File: src/rtl/fetch_pkg.sv
// fetch_pkg: shared instruction-fetch types and defaults.
//   FETCH_RESET_PC : default first fetch address after reset
//   fetch_entry_t  : one buffered fetch result {fault, pc, instr}
package fetch_pkg;

    localparam logic [31:0] FETCH_RESET_PC = 32'h0000_0000;

    typedef struct packed {
        logic        fault;
        logic [31:0] pc;
        logic [31:0] instr;
    } fetch_entry_t;

endpackage

File: src/rtl/fetch_fifo.sv
// fetch_fifo: shift-register FIFO of fetch_entry_t; entry 0 is always the head register.
//   i_clk, i_rst_n : clock, asynchronous active-low reset
//   i_push, i_din  : enqueue an entry
//   i_pop          : dequeue the head (ignored when empty)
//   i_clear        : synchronous flush, wins over push
//   o_head         : head entry, straight from a register
//   o_valid        : FIFO not empty
//   o_count        : number of buffered entries
module fetch_fifo
    import fetch_pkg::*;
#(
    parameter int          DEPTH    = 4,
    parameter logic [31:0] RESET_PC = FETCH_RESET_PC
) (
    input  logic                         i_clk,
    input  logic                         i_rst_n,
    input  logic                         i_push,
    input  fetch_entry_t                 i_din,
    input  logic                         i_pop,
    input  logic                         i_clear,
    output fetch_entry_t                 o_head,
    output logic                         o_valid,
    output logic [$clog2(DEPTH+1)-1:0]   o_count
);

    localparam int CW = $clog2(DEPTH + 1);
    localparam int AW = $clog2(DEPTH);

    fetch_entry_t  mem_q [DEPTH];
    fetch_entry_t  mem_d [DEPTH];
    logic [CW-1:0] count_q, count_d;
    logic [AW-1:0] wr_idx;
    logic          pop_ok, push_ok;

    always_comb begin
        pop_ok  = i_pop && count_q != '0;
        // a full FIFO only accepts a push when the head leaves in the same cycle
        push_ok = i_push && (count_q != CW'(DEPTH) || pop_ok);
        wr_idx  = AW'(count_q - CW'(pop_ok));
        mem_d   = mem_q;
        if (pop_ok)
            for (int i = 0; i < DEPTH - 1; i++)
                mem_d[i] = mem_q[i + 1];
        if (push_ok)
            mem_d[wr_idx] = i_din;
        count_d = i_clear ? '0 : count_q + CW'(push_ok) - CW'(pop_ok);
    end

    always_ff @(posedge i_clk or negedge i_rst_n) begin
        if (!i_rst_n) begin
            for (int i = 0; i < DEPTH; i++)
                mem_q[i] <= '{fault: 1'b0, pc: RESET_PC, instr: 32'h0};
            count_q <= '0;
        end else begin
            mem_q   <= mem_d;
            count_q <= count_d;
        end
    end

    assign o_head  = mem_q[0];
    assign o_valid = count_q != '0;
    assign o_count = count_q;

endmodule

File: src/rtl/fetch.sv
// fetch: instruction fetch stage; owns the PC, issues credit-limited word reads and
// buffers responses for decode, dropping wrong-path responses after a redirect.
//   i_clk, i_rst_n                      : clock, asynchronous active-low reset
//   o_imem_req_valid/addr, i_imem_req_ready : read request channel
//   i_imem_rsp_valid/data/err           : in-order response channel, never stalled
//   o_valid/o_instr/o_pc/o_fault, i_ready : decode handshake
//   i_redirect, i_redirect_pc           : flush and restart at a new target
module fetch
    import fetch_pkg::*;
#(
    parameter logic [31:0] RESET_PC   = FETCH_RESET_PC,
    parameter int          FIFO_DEPTH = 4
) (
    input  logic        i_clk,
    input  logic        i_rst_n,
    output logic        o_imem_req_valid,
    output logic [31:0] o_imem_req_addr,
    input  logic        i_imem_req_ready,
    input  logic        i_imem_rsp_valid,
    input  logic [31:0] i_imem_rsp_data,
    input  logic        i_imem_rsp_err,
    output logic        o_valid,
    output logic [31:0] o_instr,
    output logic [31:0] o_pc,
    output logic        o_fault,
    input  logic        i_ready,
    input  logic        i_redirect,
    input  logic [31:0] i_redirect_pc
);

    localparam int CW = $clog2(FIFO_DEPTH + 1);

    logic [31:0]   req_pc_q, req_pc_d, rsp_pc_q, rsp_pc_d, redirect_pc;
    logic [CW-1:0] outstanding_q, outstanding_d, drop_cnt_q, drop_cnt_d;
    logic [CW-1:0] fifo_count, outstanding_post;
    logic          req_fire, push, pop;
    fetch_entry_t  din, head;

    always_comb begin
        redirect_pc      = i_redirect_pc & ~32'h3;
        // credit: every accepted request must find a FIFO slot when it returns
        o_imem_req_valid = !i_redirect &&
                           ({1'b0, outstanding_q} + {1'b0, fifo_count}) < (CW+1)'(FIFO_DEPTH);
        o_imem_req_addr  = req_pc_q;
        req_fire         = o_imem_req_valid && i_imem_req_ready;
        pop              = o_valid && i_ready;
        push             = i_imem_rsp_valid && drop_cnt_q == '0 && !i_redirect;
        din              = '{fault: i_imem_rsp_err, pc: rsp_pc_q,
                             instr: i_imem_rsp_err ? 32'h0 : i_imem_rsp_data};
        outstanding_post = outstanding_q + CW'(req_fire) - CW'(i_imem_rsp_valid);
        outstanding_d    = outstanding_post;
        req_pc_d         = i_redirect ? redirect_pc : req_fire ? req_pc_q + 32'd4 : req_pc_q;
        rsp_pc_d         = i_redirect ? redirect_pc : push ? rsp_pc_q + 32'd4 : rsp_pc_q;
        // after a redirect everything still in flight belongs to the old path
        drop_cnt_d       = i_redirect ? outstanding_post :
                           (i_imem_rsp_valid && drop_cnt_q != '0) ? drop_cnt_q - 1'b1 : drop_cnt_q;
        o_instr          = head.instr;
        o_pc             = head.pc;
        o_fault          = head.fault;
    end

    always_ff @(posedge i_clk or negedge i_rst_n) begin
        if (!i_rst_n) begin
            req_pc_q      <= RESET_PC;
            rsp_pc_q      <= RESET_PC;
            outstanding_q <= '0;
            drop_cnt_q    <= '0;
        end else begin
            req_pc_q      <= req_pc_d;
            rsp_pc_q      <= rsp_pc_d;
            outstanding_q <= outstanding_d;
            drop_cnt_q    <= drop_cnt_d;
        end
    end

    fetch_fifo #(
        .DEPTH    (FIFO_DEPTH),
        .RESET_PC (RESET_PC)
    ) u_fifo (
        .i_clk   (i_clk),
        .i_rst_n (i_rst_n),
        .i_push  (push),
        .i_din   (din),
        .i_pop   (pop),
        .i_clear (i_redirect),
        .o_head  (head),
        .o_valid (o_valid),
        .o_count (fifo_count)
    );

endmodule

File: config.mk
export PLATFORM = sky130hd
export DESIGN_NAME = fetch
export DESIGN_NICKNAME = d
export VERILOG_FILES = /design/src/rtl/fetch_pkg.sv /design/src/rtl/fetch_fifo.sv /design/src/rtl/fetch.sv
export SDC_FILE = /design/constraint.sdc
export NUM_CORES = 1
export LEC_CHECK = 0
export ABC_CLOCK_PERIOD_IN_PS = 6600
export CAP_MARGIN = 10
export CORE_ASPECT_RATIO = 0.7
export CORE_MARGIN = 4
export CORE_UTILIZATION = 60
export DETAILED_ROUTE_END_ITERATION = 8
export PLACE_DENSITY = 0.87
export SLEW_MARGIN = 20
export SYNTH_ARGS = -nofsm -noshare
export SYNTH_HDL_FRONTEND = slang
export SYNTH_SLANG_ARGS = --single-unit
File: constraint.sdc
create_clock -name i_clk -period 6.6 [get_ports i_clk]
set_input_delay 1.98 -clock i_clk [delete_from_list [all_inputs] [get_ports i_clk]]
set_output_delay 1.98 -clock i_clk [all_outputs]
set_load 0.01 [all_outputs]
==> results.sh, run 1 <==
export IMPL_run_status="finished, final reports clean"
export IMPL_area_delta_synth_final_pct=14.6
export IMPL_p_leak_uw=0.00793
export IMPL_drcViolationCount=0
export IMPL_dp_hpwl_um=23100
export IMPL_worstSkewPairLatency_ps=550
export IMPL_nNetsFinal=1667
export IMPL_cp_common_cell="clkdlybuf4s50_1"
export IMPL_antenna_left=0
export IMPL_min_from="u_fifo.mem_q[2]"
export IMPL_htreeDepth=1
export IMPL_initial_core_util=0.614
export IMPL_post_route_min_period_ps=5250
export IMPL_dr_max_layer_used="met4"
export IMPL_grt_pass1_vias=11400
export IMPL_die_h_um=144
export IMPL_core_rowCount=49
export IMPL_core_sq_um=25900
export IMPL_fin_setup_tns_ps=0
export IMPL_path_buf_inv=3
export IMPL_slew_violations=0
export IMPL_synthAdderAreaFrac=0.0112
export IMPL_synth_simple_area_share=0.144
export IMPL_max_freq_ghz=0.190
export IMPL_synth_distinct_cells=46
export IMPL_antenna_found_initial=0
export IMPL_drt_iter0_drc=913
export IMPL_rrSetupSlack_ps=2860
export IMPL_synthCells=1537
export IMPL_slowest_stage="clkdlybuf4s50_1"
export IMPL_async_reset_ff_frac=1.00
export IMPL_finalCritPeriodShare=0.796
export IMPL_dr_pass1_iters=6
export IMPL_synthXorXnorAreaFrac=0.0342
export IMPL_die_w_um=202
export IMPL_worst_slew_pin_slew_ps=1090
export IMPL_clkSlewWorstSetupHoldPaths_ps=60
export IMPL_muxShareOfSynthArea=0.158
export IMPL_boundaryPins=170
export IMPL_cts_resized=0
export IMPL_cts_made_buffers=31
export IMPL_routed_wl_um=36700
export IMPL_fp_dieArea_sq_um=29200
export IMPL_path_class="in2out"
export IMPL_track_usage=0.248
export IMPL_r2r_cells=8
export IMPL_viasPerCell=5.82
export IMPL_rsz0062_at_grt="no"
export IMPL_syn_cell_area_sq_um=15900
export IMPL_worstReg2RegEnd="u_fifo.mem_q[22]"
export IMPL_timing_rr_start="u_fifo.o_count[1]"
export IMPL_cts_tree="yes"
export IMPL_crit_required_ps=4620
export IMPL_drive_gt1_frac=0.0824
export IMPL_synth_edff_count=0
export IMPL_placed_cell_area_sq_um=17200
export IMPL_ys_flop_type="dfrtp_1"
export IMPL_ys_seq_area_frac=0.515
export IMPL_gr_total_overflow=0
export IMPL_hold_buffers=0
export IMPL_synth_area_per_cell_sq_um=10.3
export IMPL_antennaDiodeCount=0
export IMPL_crit_chain="clkdlybuf4s50_1 -> buf_4 -> nor2_1 -> clkdlybuf4s50_1"
export IMPL_cp_start_kind="primary input"
export IMPL_maxCapViolCount=0
export IMPL_max_stage_delay_ps=560
export IMPL_met1_length_um=16600
export IMPL_cts_max_path_buffers=3
export IMPL_fillers=1824
export IMPL_route_met3_wl_um=2930
export IMPL_power_density_nw_per_um2=360
export IMPL_post_cts_buffers=0
export IMPL_worstPathMaxFanout=13
export IMPL_synth_compound_area_frac=0.0732
export IMPL_relSlewSlack=0.276
export IMPL_io_buffers=165
export IMPL_grt_pass1_wl_um=59300
export IMPL_synth_top_family_by_area="multiplexers"
export IMPL_irDropWorstVdd_mv=0.273
export IMPL_cp_top_family="buffers and inverters"
export IMPL_end_kind="primary output"
export IMPL_cts_sinks=327
export IMPL_whs_path_depth=1
export IMPL_design_area_sq_um=18200
export IMPL_dr_wl_met2_um=16500
export IMPL_min_path_type="reg2reg"
export IMPL_holdPathEnd="u_fifo.mem_q[2]"
export IMPL_grt_max_degree=135
export IMPL_crit_arrival_ps=3270
export IMPL_clk_root_buffer_cell="clkbuf_16"
export IMPL_fin_skew_ps=8.61
export IMPL_mostFrequentLayoutCell="dfrtp_1"
export IMPL_setup_violations=0
export IMPL_gp_congestion=0.839
export IMPL_layout_common_cells="327 x dfrtp_1, 282 x nand2_1, 164 x clkdlybuf4s50_1"
export IMPL_vias=11400
export IMPL_hold_violations=0
export IMPL_wl_per_cell_um=18.7
export IMPL_crit_start="i_redirect"
export IMPL_ys_ff_latch=327
export IMPL_ys_warn_count=0
==> flip-flops by register name (all words and copies together) (netlist names) <==
| signal | count |
|---|---|
| u_fifo.mem_q | 193 |
| outstanding_q | 3 |
| u_fifo.o_head | 65 |
| o_imem_req_addr | 30 |
| drop_cnt_q | 3 |
| u_fifo.o_count | 3 |
| rsp_pc_q | 30 |
==> where the power goes <==
group / switching (uW) / internal, uW / leakage, uW / total, uW
Clock: 730 / 992 / 0.000484 / 1720
Sequential: 433 / 2610 / 0.00434 / 3040
Combinational: 920 / 869 / 0.00310 / 1790
Total: 2080 / 4470 / 0.00793 / 6550
==> cells in the mapped netlist, types with 3 or more instances <==
| library cell | n | area, sq um |
|---|---|---|
| nand4_1 | 31 | 194 |
| buf_2 | 36 | 180 |
| mux2_1 | 60 | 676 |
| o21ai_0 | 103 | 515 |
| xor2_1 | 19 | 166 |
| inv_1 | 13 | 48.8 |
| or3_4 | 3 | 33.8 |
| buf_1 | 4 | 15.0 |
| o21ai_1 | 27 | 135 |
| ha_1 | 11 | 138 |
| nor3_1 | 4 | 20.0 |
| nand2_1 | 283 | 1060 |
| xnor2_1 | 43 | 377 |
| mux2_2 | 50 | 563 |
| mux2i_1 | 127 | 1270 |
| and4_1 | 5 | 43.8 |
| nor2b_1 | 33 | 206 |
| and3_1 | 14 | 87.6 |
| dfrtp_1 | 327 | 8180 |
| a31oi_1 | 64 | 400 |
| buf_4 | 73 | 548 |
| clkbuf_1 | 55 | 206 |
| a21oi_1 | 13 | 65.1 |
| nor2_1 | 81 | 304 |
| and2_1 | 5 | 31.3 |
| nand3_1 | 22 | 110 |
| nor4_2 | 4 | 50.1 |
==> layout make-up <==
cell class,count,area [sq um],area share
Clock buffer,46,922,0.0507
Inverter,15,63.8,0.00351
Timing Repair Buffer,182,1820,0.0998
Tap cell,357,447,0.0245
Clock inverter,5,53.8,0.00296
Multi-Input combinational cell,1026,6710,0.369
Sequential cell,327,8180,0.450
==> through the flow <==
step / total power [uW] / std cells / utilization / worst slack (ps) / hold slack (ps)
floorplan: 4230 / 1538 / - / 2270 / 464
global placement: 4710 / 1906 / 0.665 / 1170 / 473
detailed placement: 4830 / 1906 / 0.665 / 1100 / 481
CTS: 6580 / 1957 / 0.702 / 1350 / 494
global route: 6920 / 1958 / 0.703 / 1320 / 501
finish: 6550 / 1958 / 0.703 / 1350 / 493
==> per-layer routing <==
layer / global-route usage / vias up
li1: - / 5256
met1: 0.368 / 5642
met2: 0.381 / 450
met3: 0.0540 / 56
met4: 0.0589 / 0
met5: 0 / -
==> worst max path at each step <==
stage                            end  slack [ps]  cells after the start
finish              o_imem_req_valid        1350                      4
global route        o_imem_req_valid        1320                      4
CTS                 o_imem_req_valid        1350                      4
detailed placement  u_fifo.mem_q[17]        1100                      8
global placement    u_fifo.mem_q[27]        1170                      8
floorplan           o_imem_req_valid        2270                      2
==> cell families (layout without fill, tap and decap cells) <==
family / Yosys count / count (layout)
and+or+nand+nor: 499 / 499
buffers and inverters: 185 / 248
other: 1 / 2
AOI/OAI and AO/OA: 213 / 213
adders and majority gates: 13 / 13
muxes: 237 / 237
DFF: 327 / 327
xor gates and xnor gates: 62 / 62
==> worst reg2reg max path: stages, from the launching register on <==
cell and delay, ps:
dfrtp_1 570, or3_1 230, nand2_2 110, inv_8 410
ha_1 340, inv_1 70, ha_1 370, nand3_4 820
mux2_1 690
No activity file was read; power rests on OpenSTA's default activity.
==> run 2: changes to the inputs <==
ABC_CLOCK_PERIOD_IN_PS = 4900   (was 6600)
CORE_UTILIZATION = 57   (was 60)
PLACE_DENSITY = 0.83   (was 0.87)
clock period = 4.9 ns   (was 6.6 ns; I/O delays follow)
==> run 2 against run 1 <==
  * Critical path type unchanged
  * Non-clock buffer count is 3 higher
  * Clock power grew 50%
  * Total power up 39%
  * Sequential cell count is the same
  * Wire length fell by 2.1%
  * Largest cell class unchanged
==> results.sh, run 2 (synthesis results as in run 1) <==
export IMPL_mostFrequentLayoutCell="dfrtp_1"
export IMPL_htreeDepth=2
export IMPL_met2_usage=0.375
export IMPL_multiInputGateArea_sq_um=6720
export IMPL_slew_violations=0
export IMPL_cts_tree="yes"
export IMPL_die_h_um=148
export IMPL_finalCritPeriodShare=0.844
export IMPL_fillers=1958
export IMPL_irDropWorstVdd_mv=0.440
export IMPL_grt_pass1_vias=11400
export IMPL_post_place_ws_ps=654
export IMPL_post_route_min_period_ps=4130
export IMPL_cp_start_kind="primary input"
export IMPL_boundaryPins=170
export IMPL_end_kind="primary output"
export IMPL_nNetsFinal=1673
export IMPL_cp_top_family="buffers and inverters"
export IMPL_antennaDiodeCount=0
export IMPL_fin_ws_ps=765
export IMPL_path_class="in2out"
export IMPL_hold_ws_ps=490
export IMPL_maxCapViolCount=0
export IMPL_min_path_type="reg2reg"
export IMPL_grt_max_degree=129
export IMPL_drcViolationCount=0
export IMPL_gp_congestion=0.817
export IMPL_gr_usage_met3=0.0392
export IMPL_grtUsageMet1=0.329
export IMPL_antenna_found_initial=0
export IMPL_slowest_stage="clkdlybuf4s50_1"
export IMPL_wl_per_cell_um=18.2
export IMPL_hold_violations=0
export IMPL_drive_gt1_frac=0.0882
export IMPL_grt_pass1_wl_um=59300
export IMPL_viasPerCell=5.67
export IMPL_worst_slew_pin_slew_ps=986
export IMPL_crit_arrival_ps=2660
export IMPL_max_flop_register="u_fifo.mem_q"
export IMPL_regArea_sq_um=8180
export IMPL_setup_violations=0
export IMPL_top_usage_layer="met2"
export IMPL_largest_reg_flops=193
export IMPL_crit_chain="clkdlybuf4s50_1 -> nor2_1 -> clkdlybuf4s50_1"
export IMPL_gr_total_overflow=0
export IMPL_cts_resized=0
export IMPL_hold_buffers=0
export IMPL_layout_common_cells="327 x dfrtp_1, 282 x nand2_1, 164 x clkdlybuf4s50_1"
export IMPL_area_delta_synth_final_pct=16.0
export IMPL_vias=11200
export IMPL_drt_iter0_drc=749
export IMPL_post_cts_buffers=0
export IMPL_max_stage_delay_ps=560
export IMPL_routed_wl_um=35900
export IMPL_antenna_left=0
export IMPL_max_freq_ghz=0.242
export IMPL_clk_root_buffer_cell="clkbuf_16"
export IMPL_fin_setup_tns_ps=0
export IMPL_io_buffers=165
export IMPL_crit_required_ps=3430
export IMPL_core_rowCount=50
export IMPL_run_status="finished, final reports clean"
export IMPL_path_buf_inv=2
export IMPL_worstPathMaxFanout=2
export IMPL_rsz0062_at_grt="no"
export IMPL_initial_core_util=0.586
export IMPL_cts_max_path_buffers=3
export IMPL_clkSlewWorstSetupHoldPaths_ps=60
export IMPL_cp_common_cell="clkdlybuf4s50_1"
export IMPL_final_util=0.680
export IMPL_p_leak_uw=0.00804
export IMPL_cts_made_buffers=34
export IMPL_instances_no_fill=1974
export IMPL_core_sq_um=27100
export IMPL_dp_hpwl_um=22200
export IMPL_track_usage=0.230
export IMPL_dr_pass1_iters=5
export IMPL_die_w_um=208
export IMPL_dp_cells=1917
export IMPL_relSlewSlack=0.343
export IMPL_power_density_nw_per_um2=492
export IMPL_worstSkewPairLatency_ps=510
export IMPL_cts_sinks=327
export IMPL_fp_dieArea_sq_um=30600
export IMPL_fin_skew_ps=15.2
-- run 2: worst reg2reg max path, cell delays in order (launching register included) --
cell     delay [ps]
dfrtp_1         520
ha_1            270
or3_4           370
nor2_1          270
nand3_1         130
ha_1            280
inv_1            80
ha_1            140
inv_1            50
fa_1            390
xnor2_1         230
xnor2_1         180
nand2_1          70
o21ai_0          80
-- run 2: cell type report --
class | instances | share of cell area
flip-flops and latches | 327 | 0.444
multi-input cells | 1026 | 0.365
repair buffers | 185 | 0.103
clock buffers | 49 | 0.0565
well taps | 364 | 0.0247
clock inverters | 8 | 0.00394
inverters | 15 | 0.00346
-- run 2: where the power goes --
part / internal, uW / switching (uW) / total (uW)
Clock: 1530 / 1050 / 2580
Combinational: 1180 / 1250 / 2430
Sequential: 3510 / 551 / 4060
Total: 6220 / 2850 / 9070
-- run 2: worst paths after layout --
check / startpoint / end / slack, ps / cells after the start
worst max-delay path: i_redirect / o_imem_req_valid / 770 / 3
worst min-delay path: u_fifo.mem_q[45] / u_fifo.mem_q[45] / 490 / 1
worst max register to register: u_fifo.o_count[1] / drop_cnt_q[2] / 1730 / 13
worst min register to register: u_fifo.mem_q[45] / u_fifo.mem_q[45] / 490 / 1
max in group asynchronous: i_rst_n / u_fifo.o_head[11] / 2900 / 2
min in group asynchronous: i_rst_n / o_imem_req_addr[27] / 1040 / 1
-- run 2: per-stage QoR --
step	cell area, sq um	power [uW]
after global placement	17300	6350
after global routing	18400	9580
final	18400	9070
after CTS	18400	9120
after detailed placement	17300	6500
after floorplan	15900	5700
-- run 2: layer usage --
layer  wire length [um]  vias to the layer above
met5                  0                        -
met4                554                        0
li1                   -                     5281
met2              17400                      267
met1              16300                     5594
met3               1680                       51
